[config.mk]
export PLATFORM = sky130hd
export DESIGN_NAME = vend_ctrl
export DESIGN_NICKNAME = d
export VERILOG_FILES = /design/src/rtl/vend_pkg.sv /design/src/rtl/vend_credit.sv /design/src/rtl/vend_ctrl.sv
export SDC_FILE = /design/constraint.sdc
export NUM_CORES = 1
export LEC_CHECK = 0
export BUFFER_PORTS_ARGS = -buffer_cell sky130_fd_sc_hd__buf_2
export CORE_MARGIN = 2
export CORE_UTILIZATION = 46
export DETAILED_ROUTE_END_ITERATION = 16
export HOLD_SLACK_MARGIN = 0.03
export PLACE_DENSITY = 0.73
export SLEW_MARGIN = 20
export SYNTH_ARGS = -nofsm -noshare
export SYNTH_HDL_FRONTEND = slang
export SYNTH_HIERARCHICAL = 1
export SYNTH_SLANG_ARGS = --single-unit
[constraint.sdc]
create_clock -name c -period 3 [get_ports c]
set_input_delay 0.45 -clock c [delete_from_list [all_inputs] [get_ports c]]
set_output_delay 0.45 -clock c [all_outputs]
set_load 0.005 [all_outputs]
[src/rtl/vend_pkg.sv]
// Shared definitions for the vending controller: FSM state encoding, coin values,
// and the credit-register control bundle.
package vend_pkg;

    localparam logic [1:0] ST_ACCUM  = 2'd0;
    localparam logic [1:0] ST_VEND   = 2'd1;
    localparam logic [1:0] ST_CHANGE = 2'd2;

    localparam logic [1:0] COIN1_VAL = 2'd1;
    localparam logic [1:0] COIN2_VAL = 2'd2;

    typedef struct packed {
        logic       add_en;
        logic [1:0] add_val;
        logic       sub_price;
        logic       dec_one;
    } credit_ctl_t;

    // Value of a single accepted coin; the both-coins case is handled by the caller.
    function automatic logic [1:0] coin_value(input logic e1, input logic e2);
        logic [1:0] val;
        val = 2'd0;
        if (e1 && !e2) begin
            val = COIN1_VAL;
        end else if (e2 && !e1) begin
            val = COIN2_VAL;
        end
        return val;
    endfunction

endpackage

[src/rtl/vend_credit.sv]
// Credit register of the vending controller: add-coin, subtract-price and
// decrement-by-one operations, plus the credit >= PRICE flag.
module vend_credit #(
    parameter int PRICE    = 3,
    parameter int CREDIT_W = 3
) (
    input  logic                clk,
    input  logic                srst,
    input  logic                add_en,
    input  logic [1:0]          add_val,
    input  logic                sub_price,
    input  logic                dec_one,
    output logic [CREDIT_W-1:0] credit,
    output logic                ge_price
);

    logic [CREDIT_W-1:0] credit_reg;
    logic [CREDIT_W-1:0] credit_next;

    // The FSM asserts at most one control per cycle; the order only fixes a priority.
    always_comb begin
        credit_next = credit_reg;
        if (sub_price) begin
            credit_next = credit_reg - CREDIT_W'(PRICE);
        end else if (dec_one) begin
            credit_next = credit_reg - CREDIT_W'(1);
        end else if (add_en) begin
            credit_next = credit_reg + CREDIT_W'(add_val);
        end
    end

    always_ff @(posedge clk) begin
        if (srst) begin
            credit_reg <= '0;
        end else begin
            credit_reg <= credit_next;
        end
    end

    assign credit   = credit_reg;
    assign ge_price = (credit_reg >= CREDIT_W'(PRICE));

endmodule

[src/rtl/vend_ctrl.sv]
// Vending controller: credit accumulation, dispense handshake and change return.
// Optional dispense-ack timeout with full refund when VEND_TIMEOUT_EN is defined.
module vend_ctrl
    import vend_pkg::*;
#(
    parameter int PRICE    = 3,
    parameter int CREDIT_W = 3,
    parameter int TIMEOUT  = 15
) (
    input  logic                c,
    input  logic                r,
    input  logic                e1,
    input  logic                e2,
    input  logic                cancel,
    input  logic                dispense_ack,
    output logic                dispense_req,
    output logic                change_pulse,
    output logic                coin_rej,
    output logic                vend_fail,
    output logic [CREDIT_W-1:0] credit,
    output logic                busy
);

    if (PRICE < 1) begin : g_bad_price
        $error("vend_ctrl: PRICE must be >= 1");
    end
    if (PRICE + 1 >= (2 ** CREDIT_W)) begin : g_bad_width
        $error("vend_ctrl: CREDIT_W too narrow for PRICE+1");
    end
    if (TIMEOUT < 1) begin : g_bad_timeout
        $error("vend_ctrl: TIMEOUT must be >= 1");
    end

    logic [1:0]          state_reg;
    logic [1:0]          state_next;
    logic                coin_rej_reg;
    logic                coin_rej_next;
    logic                ge_price;
    logic                timeout_hit;
    logic [CREDIT_W-1:0] credit_cur;
    credit_ctl_t         ctl;

    vend_credit #(
        .PRICE    (PRICE),
        .CREDIT_W (CREDIT_W)
    ) u_credit (
        .clk       (c),
        .srst      (r),
        .add_en    (ctl.add_en),
        .add_val   (ctl.add_val),
        .sub_price (ctl.sub_price),
        .dec_one   (ctl.dec_one),
        .credit    (credit_cur),
        .ge_price  (ge_price)
    );

`ifdef VEND_TIMEOUT_EN
    localparam int CNT_W = $clog2(TIMEOUT + 1);

    logic [CNT_W-1:0] tmo_cnt_reg;
    logic             vend_fail_reg;

    // Counter sits at zero outside ST_VEND, so it is clear on every entry.
    always_ff @(posedge c) begin
        if (r || state_reg != ST_VEND) begin
            tmo_cnt_reg <= '0;
        end else begin
            tmo_cnt_reg <= tmo_cnt_reg + CNT_W'(1);
        end
    end

    // An ack in the final waiting cycle takes precedence over the timeout.
    assign timeout_hit = (state_reg == ST_VEND) && !dispense_ack &&
                         (tmo_cnt_reg == CNT_W'(TIMEOUT - 1));

    always_ff @(posedge c) begin
        if (r) begin
            vend_fail_reg <= 1'b0;
        end else begin
            vend_fail_reg <= timeout_hit;
        end
    end

    assign vend_fail = vend_fail_reg;
`else
    assign timeout_hit = 1'b0;
    assign vend_fail   = 1'b0;
`endif

    always_comb begin
        state_next    = state_reg;
        coin_rej_next = 1'b0;
        ctl           = '0;
        case (state_reg)
            ST_ACCUM: begin
                // A completed price is served before any coin in the same cycle.
                if (ge_price) begin
                    state_next    = ST_VEND;
                    coin_rej_next = e1 | e2;
                end else if (cancel && credit_cur != '0) begin
                    state_next    = ST_CHANGE;
                    coin_rej_next = e1 | e2;
                end else if (e1 && e2) begin
                    coin_rej_next = 1'b1;
                end else if (e1 || e2) begin
                    ctl.add_en  = 1'b1;
                    ctl.add_val = coin_value(e1, e2);
                end
            end
            ST_VEND: begin
                coin_rej_next = e1 | e2;
                if (dispense_ack) begin
                    ctl.sub_price = 1'b1;
                    state_next    = (credit_cur == CREDIT_W'(PRICE)) ? ST_ACCUM : ST_CHANGE;
                end else if (timeout_hit) begin
                    state_next = ST_CHANGE;
                end
            end
            ST_CHANGE: begin
                coin_rej_next = e1 | e2;
                ctl.dec_one   = 1'b1;
                if (credit_cur == CREDIT_W'(1)) begin
                    state_next = ST_ACCUM;
                end
            end
            default: begin
                state_next = ST_ACCUM;
            end
        endcase
    end

    always_ff @(posedge c) begin
        if (r) begin
            state_reg    <= ST_ACCUM;
            coin_rej_reg <= 1'b0;
        end else begin
            state_reg    <= state_next;
            coin_rej_reg <= coin_rej_next;
        end
    end

    assign dispense_req = (state_reg == ST_VEND);
    assign change_pulse = (state_reg == ST_CHANGE);
    assign busy         = (state_reg != ST_ACCUM);
    assign coin_rej     = coin_rej_reg;
    assign credit       = credit_cur;

endmodule

==> Word level (Yosys, flattened, before mapping) <==
Index checks and enable logic that the tools add are counted.
{ "word_totals": {"register_bits": 6, "in_bits": 6, "output_inout_bits": 8, "elab_cells": 51} }
{ "classes": {"add_sub_neg": 3, "order_cmp": 1, "n_eq_ne": 7, "mux": 23, "bitwise": 1, "n_reduce_logical": 13} }
{ "ops": {"columns": ["operator", "count"], "rows": [
  ["$mux 3", 8],
  ["$mux 2", 7],
  ["$mux 1", 6],
  ["$pmux 2 s3", 1],
  ["$reduce_bool 3->1", 2],
  ["$logic_and 1x1->1", 4],
  ["$add 3x2->3", 1],
  ["$eq 3x1->1 const B", 1],
  ["$eq 3x2->1 const B", 1],
  ["$ge 3x2->1 const B", 1],
  ["$ne 3x3->1 const B", 1],
  ["$reduce_and 3->1", 1],
  ["$sub 3x1->3 const B", 1],
  ["$sub 3x2->3 const B", 1],
  ["$eq 2x1->1 const B", 1],
  ["$eq 2x2->1 const B", 1],
  ["$logic_not 1->1", 2],
  ["$logic_not 2->1", 1],
  ["$ne 2x1->1 const B", 1],
  ["$ne 2x2->1 const B", 1],
  ["$pmux 1 s2", 1],
  ["$reduce_bool 2->1", 1],
  ["$reduce_or 2->1", 1],
  ["$logic_or 1x1->1", 1],
  ["$or 1x1->1", 1]
]} }

==> Logic depth before layout (Yosys ltp) <==
{ "depth": {"depth_word": 13, "mapped_depth": 13, "mapped_depth_nobuf": 13} }

==> By module <==
The synthesis kept the hierarchy.
{ "by_module_without_submodules": {"columns": ["mod", "n_inst", "cells_each", "area_each_um2", "seq_area_each_um2"], "rows": [
  ["vend_ctrl", 1, 40, 342.8, 60.1],
  ["vend_credit", 1, 35, 276.5, 60.1]
]} }

==> Least setup slack after synthesis <==
No wires, ideal clock.
{ "synth_timing": {"path_type": "register to register", "from": "register u_credit.credit_reg[1], in the netlist u_credit/credit[1]", "to": "register u_credit.credit_reg[2], in the netlist u_credit/credit[2]", "t_arrival_ns": 2.847, "path_slack_ns": 0.078, "stages_incl_launch_ff": 14, "path_buffers": 0, "period_less_slack_ns": 2.922, "path_cell_list": "dfxtp_1 -> ha_1 -> ha_1 -> nor2_1 -> o21ai_0 -> nor3_2 -> and2_1 -> inv_1 -> ha_1 -> nor2b_1 -> fa_1 -> xnor2_1 -> or3_1 -> a31oi_1"} }
{ "synth_rtl": {"columns": ["item", "line", "source"], "rows": [
  ["start, declared", "vend_credit.sv:17", "logic [CREDIT_W-1:0] credit_reg;"],
  ["start signal, assigned", "vend_credit.sv:36", "credit_reg <= credit_next;"]
]} }

==> run_results.csv <==
group,metric,value,unit
run_status,status,"completed",
floorplanning,die_y,40.7,um
synthesis,synth-main-ff-cell,"dfxtp_1",
timing,grt_setup_unrepaired,"false",
floorplanning,coreArea,0.00128,mm2
hold_path,hold_path.class,"input pin to flip-flop",
timing,setup_tns,0,ps
placement,port-buffer-count,12,
grt,grt.total_usage,0.182,
synthesis,synth_nets,94,
grt,grt_pass1_vias,540,
detailed_routing,drc,0,
finish,antenna_cells,0,
finish,syn_to_final_growth,22.2,%
synthesis,syn_inst,75,
grt,antenna_found_initial,0,
synthesis,synth_seq_cells,6,
power_and_ir_drop,cellLeakagePower,0.354,nW
clock_network,cts_tree,"done",
worst_setup_path,worstPathCellList,"ha_2, ha_1, nor2_1, o21ai_1, nor3_2, and2_4, inv_1, ha_1, nor2b_2, fa_2, xnor2_2, or3_1, a31oi_1",
synthesis,ys_warn_count,6,
timing,finClkSkew,0.492,ps
synthesis,postSynthAreaPerCell,8.26,um2
clock_network,cts_buffer_depth,2,
floorplanning,row_count,13,
detailed_routing,ant_nets,0,
clock_network,htree_num_levels,1,
worst_setup_path,slowest_delay,370,ps
worst_setup_path,crit_top_cell,"ha_1",
detailed_routing,drt-initial-drc-count,15,
placement,hpwlAfterDp,1.04,mm
detailed_routing,vias,586,
power_and_ir_drop,total_power,0.000748,W
detailed_routing,avgViaCountPerCell,5.48,
worst_setup_path,path_max_fanout,5,
detailed_routing,drtPass1Iterations,4,
timing,drv_slew,0,
synthesis,ys_async_sr_fraction,0,
grt,grt_pass1_wl,1.97,mm
worst_setup_path,startpoint_type,"flip-flop",
worst_setup_path,crit_buf_inv,1,
grt,grt_max_degree,12,
power_and_ir_drop,powerDensity,988,mW/mm2
synthesis,syn_area,619,um2
worst_setup_path,rrSetupSlack,160,ps
worst_setup_path,worstPathRequired,3170,ps
floorplanning,die_area,0.00166,mm2
timing,fmax,352,MHz
timing,finalHoldViolations,0,
grt,overflow,0,
flow_run,cap_violations,0,
finish,drive_gt1_frac,0.293,
detailed_routing,routed_wl,1.25,mm
finish,nets,113,
power_and_ir_drop,ir_worst_vdd,0.384,mV
clock_network,cts.sinks,6,
synthesis,synth_cell_types,35,
worst_setup_path,cp_top_family,"simple AND/OR/NAND/NOR gates",
clock_network,cts_root_buf,"clkbuf_4",
worst_setup_path,critical_path_class,"flip-flop to flip-flop",
clock_network,numCtsBuffers,3,
worst_setup_path,cp.arrival,3010,ps
synthesis,synth_edf_count,0,
clock_network,clk_pin_slew,40,ps
timing,period_needed,2840,ps
timing,setup_viol,0,
clock_network,cts_hold_buf,0,
finish,postLayoutCoreUtil,0.589,
floorplanning,ios,14,
placement,gp_congestion,0.760,
synthesis,ys_seq_area_frac,0.194,
finish,largest_reg_flops,3,
worst_setup_path,slowest_stage,"fa_2",
timing,finalCritPeriodShare,0.946,
worst_setup_path,cp-end-kind,"flip-flop",
detailed_routing,wl_per_cell,11.7,um
clock_network,clk_latency,240,ps
floorplanning,initial_core_util,0.482,
floorplanning,die_w,40.7,um
cells in the mapped netlist, types with 2 or more instances:
cell type  instances  area share
nand2b_1           2       0.020
dfxtp_1            6        0.19
and2_1             4       0.040
o21ai_1            2       0.016
o21ai_0            3       0.024
nor2_1             2       0.012
inv_1             13       0.079
a21oi_1            5       0.040
ha_1              12        0.24
final timing paths:
| kind | startpoint | cells after the start | to |
|---|---|---|---|
| hold / removal | r | 2 | u_credit/credit[1] |
| hold reg to reg | state_reg[0] | 2 | state_reg[0] |
| setup reg to reg | u_credit/credit[0] | 13 | u_credit/credit[2] |
| setup / recovery | u_credit/credit[0] | 13 | u_credit/credit[2] |
kinds of logic after synthesis:
kind of cell / Yosys count / share of synthesized area
AOI/OAI and AO/OA: 21 / 0.224
and+or+nand+nor: 18 / 0.190
adders and majority gates: 13 / 0.275
DFF: 6 / 0.194
buffers and inverters: 15 / 0.0970
other: 1 / 0.00605
xor gates and xnor gates: 1 / 0.0141
area by class of cell:
cell class              count  area [um2]
flip-flops and latches      6         120
multi-input cells          54         457
well taps                  15        18.8
clock buffers               3        22.5
repair buffers             16        90.1
inverters                  13        48.8
fillers                   122         528
through the flow:
stage / cell area, um2 / setup WS [ps] / cells / hold slack, ps
global route: 757 / 15.6 / 107 / 458
floorplan: 619 / 78.4 / 75 / 482
global placement: 717 / 65.1 / 104 / 527
finish: 757 / 162 / 107 / 453
detailed placement: 717 / 11.8 / 104 / 531
CTS: 739 / 11.4 / 107 / 442
cell usage in the layout, fill, tap and decap left out, types with 2 or more instances in the layout:
| cell type | count |
|---|---|
| o21ai_1 | 3 |
| a21oi_1 | 5 |
| buf_4 | 4 |
| inv_1 | 13 |
| o21ai_0 | 2 |
| dfxtp_1 | 6 |
| and2_1 | 3 |
| buf_2 | 12 |
| nor2_1 | 2 |
| nand2b_1 | 2 |
| ha_1 | 11 |
| clkbuf_4 | 3 |
worst register-to-register path, cell delays in order (launching register included):
cell,delay (ps)
dfxtp_1,310
ha_2,180
ha_1,170
nor2_1,110
o21ai_1,100
nor3_2,240
and2_4,200
inv_1,40
ha_1,280
nor2b_2,160
fa_2,370
xnor2_2,150
or3_1,320
a31oi_1,140
power breakdown:
group / internal (W) / total, W / leakage [nW] / switching [W]
clock: 0.0000452 / 0.0000743 / 0.0138 / 0.0000291
sequential: 0.000113 / 0.000129 / 0.0494 / 0.0000163
combinational: 0.000266 / 0.000544 / 0.290 / 0.000278
repair_timing:
item,in CTS,in global routing
pin swaps,1,7
setup endpoints to repair,1,2
resized for setup,0,6
buffers inserted,0,0
routing by layer:
metal	track usage	up-vias	wire [um]
li1	-	293	-
met5	0	-	0
met4	0.117	0	31
met1	0.186	271	575
met2	0.345	18	603
met3	0.0163	4	37
(Power assumes the default switching activity.)
